==> config.mk <==
export PLATFORM = sky130hd
export DESIGN_NAME = serial_word_collector
export DESIGN_NICKNAME = d
export VERILOG_FILES = /design/src/rtl/serial_word_collector.sv
export SDC_FILE = /design/constraint.sdc
export NUM_CORES = 1
export LEC_CHECK = 0
export CAP_MARGIN = 20
export CORE_MARGIN = 2
export CORE_UTILIZATION = 42
export DETAILED_ROUTE_END_ITERATION = 6
export GPL_TIMING_DRIVEN = 0
export HOLD_SLACK_MARGIN = 0.15
export PLACE_DENSITY = 0.72
export SYNTH_ARGS = -nofsm -noshare
export SYNTH_HDL_FRONTEND = slang
export SYNTH_SLANG_ARGS = --single-unit
==> constraint.sdc <==
create_clock -name clk -period 1.7 [get_ports clk]
set_input_delay 0.17 -clock clk [delete_from_list [all_inputs] [get_ports clk]]
set_output_delay 0.17 -clock clk [all_outputs]
set_load 0.05 [all_outputs]
==> src/rtl/serial_word_collector.sv <==
// Serial-in, parallel-out word assembler: collects WORD_LENGTH bits MSB- or
// LSB-first and hands the finished word downstream over a valid/ready handshake.
module serial_word_collector #(
  parameter int unsigned WORD_LENGTH = 8
) (
  input  logic                             clk,
  input  logic                             reset,
  input  logic                             clear,
  input  logic                             serialInput,
  input  logic                             bitValid,
  input  logic                             LoR,
  input  logic                             wordReady,
  output logic [WORD_LENGTH-1:0]           parallelOutput,
  output logic                             wordValid,
  output logic                             busy,
  output logic [$clog2(WORD_LENGTH):0]     bitCount,
  output logic                             overflow
);

  localparam int unsigned W     = WORD_LENGTH;
  localparam int unsigned CNT_W = $clog2(WORD_LENGTH) + 1;

  localparam logic [CNT_W-1:0] CNT_ZERO = CNT_W'(0);
  localparam logic [CNT_W-1:0] CNT_ONE  = CNT_W'(1);
  localparam logic [CNT_W-1:0] CNT_LAST = CNT_W'(WORD_LENGTH - 1);
  localparam logic [CNT_W-1:0] CNT_FULL = CNT_W'(WORD_LENGTH);

  typedef enum logic {
    COLLECT = 1'b0,
    FULL    = 1'b1
  } state_e;

  state_e           state_q, state_d;
  logic [W-1:0]     shift_q, shift_d;
  logic [CNT_W-1:0] cnt_q,   cnt_d;
  logic             dir_q,   dir_d;
  logic             ovf_q,   ovf_d;
  logic             valid_q, valid_d;
  logic             busy_q,  busy_d;

  // Register image of a word's first bit, placed at its entry position.
  logic [W-1:0] first_load;
  logic [W-1:0] shift_left;
  logic [W-1:0] shift_right;

  always_comb begin
    first_load = '0;
    if (LoR) begin
      first_load[W-1] = serialInput;
    end else begin
      first_load[0] = serialInput;
    end
    shift_left  = {shift_q[W-2:0], serialInput};
    shift_right = {serialInput, shift_q[W-1:1]};
  end

  // State register and all output registers.
  always_ff @(posedge clk or negedge reset) begin
    if (!reset) begin
      state_q <= COLLECT;
      shift_q <= '0;
      cnt_q   <= CNT_ZERO;
      dir_q   <= 1'b0;
      ovf_q   <= 1'b0;
      valid_q <= 1'b0;
      busy_q  <= 1'b0;
    end else begin
      state_q <= state_d;
      shift_q <= shift_d;
      cnt_q   <= cnt_d;
      dir_q   <= dir_d;
      ovf_q   <= ovf_d;
      valid_q <= valid_d;
      busy_q  <= busy_d;
    end
  end

  // Next-state and datapath update; clear overrides every other input.
  always_comb begin
    state_d = state_q;
    shift_d = shift_q;
    cnt_d   = cnt_q;
    dir_d   = dir_q;
    ovf_d   = ovf_q;

    if (clear) begin
      state_d = COLLECT;
      shift_d = '0;
      cnt_d   = CNT_ZERO;
      ovf_d   = 1'b0;
    end else begin
      unique case (state_q)
        COLLECT: begin
          if (bitValid) begin
            if (cnt_q == CNT_ZERO) begin
              dir_d   = LoR;
              shift_d = first_load;
              cnt_d   = CNT_ONE;
            end else begin
              shift_d = dir_q ? shift_right : shift_left;
              cnt_d   = cnt_q + CNT_ONE;
              if (cnt_q == CNT_LAST) begin
                cnt_d   = CNT_FULL;
                state_d = FULL;
              end
            end
          end
        end
        FULL: begin
          if (wordReady) begin
            state_d = COLLECT;
            cnt_d   = CNT_ZERO;
            // Zero-bubble: a bit on the accepting edge starts the next word.
            if (bitValid) begin
              dir_d   = LoR;
              shift_d = first_load;
              cnt_d   = CNT_ONE;
            end
          end else if (bitValid) begin
            ovf_d = 1'b1;
          end
        end
        default: begin
          state_d = COLLECT;
        end
      endcase
    end

    valid_d = (state_d == FULL);
    busy_d  = (state_d == COLLECT) && (cnt_d != CNT_ZERO);
  end

  assign parallelOutput = shift_q;
  assign wordValid      = valid_q;
  assign busy           = busy_q;
  assign bitCount       = cnt_q;
  assign overflow       = ovf_q;

endmodule

==> results list <==
- The flow ran to the end, but the final reports show violations.
* Violations in the final reports: negative setup slack
* Gate count after technology mapping: 89
* RSZ-0062 raised after global routing: yes
- Worst-case clock skew: 5.369 ps
- In this run the mean area of a mapped cell was 10.11 um2.
* Total power of the final layout: 897.1 uW
- For the finished layout, the period the worst path requires is 1774 ps.
* Crit path buf inv count: 1
- STA puts the critical path data required time at 1890 ps.
- The region available for standard cell placement spans 1982 um2.
* Pwr per Cell Area: 704.3 nW/um2
* Crit path largest cell delay: 440 ps
- The number of antenna diodes in the final layout is 0.
- Floorplan die height: 50.28 um
- Routed wire length per instance: 14.21 um
- Synthesis-to-finish area growth: 41.59%
* Slew at the pin closest to its max-slew limit: 711.9 ps
* Number of buffer cells added on primary ports: 21
- Number of max-slew violations in the final report: 0
* Routed via count divided by cell count: 5.297
- The worst setup path is launched from a register.
* CTS tree: done
* Number of global-route vias before repair: 778
* Horizontal die dimension: 50.28 um
- Final setup fails: 2
* Unique cell type count in the Yosys netlist: 38
* Clk slew on worst S/H paths: 100 ps
- Hold slack final: 298.3 ps
* Relative slew margins: 0.5239
- After layout, the worst setup slack is -74.35 ps.
- Area of the mapped netlist: 899.6 um2
* Placer Congestion: 0.7857
* Kind of cell with the highest combined delay on the critical path: simple AND/OR/NAND/NOR gates
- DRT antenna net count: 0
- In the routed design, unresolved DRC markers number 0.
- DR iter-0 viols: 11
- Routed wire length: 2103 um
* Number of max-capacitance violations reported: 0
- Cell depth of the worst flop-to-flop path: 6
* Synthesized net count: 98
* Cell chain of the critical path: inv_2 > ha_4 > nor3b_4 > nor2_2 > or4_4 > mux2_4
- The hold violation count in the final report was 0.
* Antenna violations before repair: 0
- P_leak: 0.6869 nW
* Setup slack of the worst register-to-register path: -70 ps
* Detailed-route via count: 784
- In this run, synthesis produced a sequential element count of 16.
- Die area: 2528 um2
* Clock latency at the later pin of the worst-skew pair: 290 ps
- RR Endpoint: dir_q
- Share of synthesized area occupied by flip-flops and latches: 0.4451
- Pin placement for this block handled 22 I/O pins.
- Count of placed standard cells in the final layout, fillers left out: 148
- The startpoint identified for the worst register-to-register timing path is bitCount[0].
- GR Util All Layers: 0.1798
- Fmax: 563.6 MHz
- Of the cells placed in the final design, the portion with a size suffix greater than 1 is 0.2727.
- In this run, CTS created clock tree buffers numbering 3.
* Max VDD drop: 0.4614 mV
* Type of the most critical hold path: primary input to async pin
- The clock net in this run drives a total of 16 sinks.
- Summed over all failing endpoints, the final setup total negative slack is -98.47 ps.
- Signal arrival time at the worst endpoint: 1960 ps
- The first detailed-routing pass took 4 iterations.
* Worst setup EP type: register
- Dpl hpwl: 1479 um
* Buffer levels on the longest clock path: 2
- Kind of critical path: register to register
- The largest individual stage delay along the critical path comes from the cell dfrtp_2.
* Effective utilization at floorplan: 0.4539
- Global-route wire length before repair: 3456 um
- For this design, the CTS-stage hold fixing added 0 buffers.
* Largest driver fanout on the critical path: 4
* Maximum number of pins on one net before global-route repair: 17
- Summed over all layers, the global routing overflow is 0.
- The cell sitting at the root of the clock tree is a clkbuf_4.
- The floorplan has 16 rows.
- Final cycle utilization of the critical path: 1.044
- During synthesis, Yosys emitted a total of 0 warnings.
- CTS built an H-tree with a depth of 1.
* Post-layout nets: 131
- Counting tap cells, the placed design contains a total of 137 instances.
==> cell usage after synthesis <==
| library cell | instances | area share |
|---|---|---|
| dfrtp_1 | 16 | 0.45 |
| nand2_1 | 10 | 0.042 |
| o21ai_1 | 7 | 0.039 |
| mux2i_1 | 6 | 0.067 |
| nor2_1 | 5 | 0.021 |
| a21oi_1 | 4 | 0.022 |
| inv_1 | 4 | 0.017 |
| nand3b_1 | 3 | 0.025 |
| a31oi_1 | 2 | 0.014 |
| and3_1 | 2 | 0.014 |
| clkbuf_1 | 2 | 0.0083 |
| ha_1 | 2 | 0.028 |
| a2111oi_2 | 1 | 0.017 |
| a211o_1 | 1 | 0.0097 |
| a21o_1 | 1 | 0.0083 |
| a311oi_1 | 1 | 0.0097 |
| and2b_4 | 1 | 0.011 |
| and3b_2 | 1 | 0.011 |
| buf_2 | 1 | 0.0056 |
| buf_6 | 1 | 0.013 |
| inv_2 | 1 | 0.0042 |
| mux2_4 | 1 | 0.017 |
| nand2b_1 | 1 | 0.0070 |
| nand3_1 | 1 | 0.0056 |
| nor2_2 | 1 | 0.0070 |
| nor2b_2 | 1 | 0.0097 |
| nor3b_1 | 1 | 0.0083 |
| nor3b_4 | 1 | 0.021 |
| o21a_1 | 1 | 0.0083 |
| o21ai_0 | 1 | 0.0056 |
| o21ba_2 | 1 | 0.011 |
| o221a_1 | 1 | 0.013 |
| o221ai_1 | 1 | 0.0097 |
| o41a_1 | 1 | 0.013 |
| or2_1 | 1 | 0.0070 |
| or2_2 | 1 | 0.0070 |
| or4_1 | 1 | 0.0083 |
| or4_4 | 1 | 0.013 |
==> what timing repair did <==
action | in CTS | in global routing
endpoints found under the setup margin | 7 | 11
pin swaps | 0 | 7
setup buffers | 3 | 4
resized for setup | 5 | 10
==> final cells by class <==
class / instances / area [um2]
Fill cell: 162 / 708.2
Multi-Input combinational cell: 64 / 483.0
Sequential cell: 16 / 402.9
Timing Repair Buffer: 28 / 274.0
Clock buffer: 4 / 36.28
Tap cell: 27 / 33.78
Buffer: 4 / 25.02
Inverter: 5 / 18.77
==> metal layers <==
| layer | vias to the layer above | GRT usage | part of all wire |
|---|---|---|---|
| li1 | 382 | - | - |
| met1 | 376 | 0.2195 | 0.43 |
| met2 | 24 | 0.3180 | 0.50 |
| met3 | 2 | 0.03274 | 0.062 |
| met4 | 0 | 0.05556 | 0.0062 |
| met5 | - | 0 | 0 |
==> cell usage in the layout, fill, tap and decap left out, drive strengths merged, types with 2 or more instances in the layout <==
master and n:
nand2 10, ha 2, inv 5, clkbuf 6, a31oi 2, and3 2, or2 2, buf 9
clkdlybuf4s50 9, dfrtp 16, nor3b 2, o21ai 8, nand3b 3, nor2 6, or4 2, a21oi 4
dlygate4sd2 5, mux2i 6, dlymetal6s2s 7
==> worst max path at each step <==
stage	start	endpoint	slack [ps]	depth (start not counted)
floorplan	bitCount[0]	dir_q	-170	6
global placement	wordReady	dir_q	-160	4
detailed placement	bitValid	busy	-160	5
CTS	bitCount[0]	dir_q	-100	6
global route	bitCount[0]	dir_q	-160	6
finish	bitCount[0]	dir_q	-70	6
==> cell families (layout without fill, tap and decap cells) <==
| group | after synthesis | count (layout) | synth area share |
|---|---|---|---|
| AO/OA/AOI/OAI | 23 | 23 | 0.1794 |
| adder cells (fa/ha/maj) | 2 | 2 | 0.02781 |
| buffers and inverters | 9 | 41 | 0.04728 |
| flip-flops | 16 | 16 | 0.4451 |
| multiplexers | 7 | 7 | 0.08345 |
| AND/OR/NAND/NOR | 32 | 32 | 0.2170 |
==> state kept, by name, summed over array words and instances, names as in the netlist <==
signal,flops
dir_q,1
overflow,1
bitCount,4
parallelOutput,8
busy,1
wordValid,1
==> worst reg2reg max path, cell delays in order (launching register included) <==
cell,delay [ps]
dfrtp_2,440
inv_2,80
ha_4,130
nor3b_4,240
nor2_2,70
or4_4,420
mux2_4,300
==> through the flow <==
step	utilization	instance area, um2	setup slack [ps]
6_report	0.6427	1274	-74.35
2_1_floorplan	-	915.9	-167.0
4_1_cts	0.6117	1212	-103.3
5_1_grt	0.6427	1274	-161.1
3_3_place_gp	0.5852	1160	-157.7
3_5_place_dp	0.5852	1160	-156.4
==> power by group <==
part	total, mW	internal, mW	switching, mW
clock	0.254	0.130	0.123
sequential	0.406	0.397	0.00919
combinational	0.237	0.111	0.126
total	0.897	0.639	0.259
(Power assumes the default switching activity.)
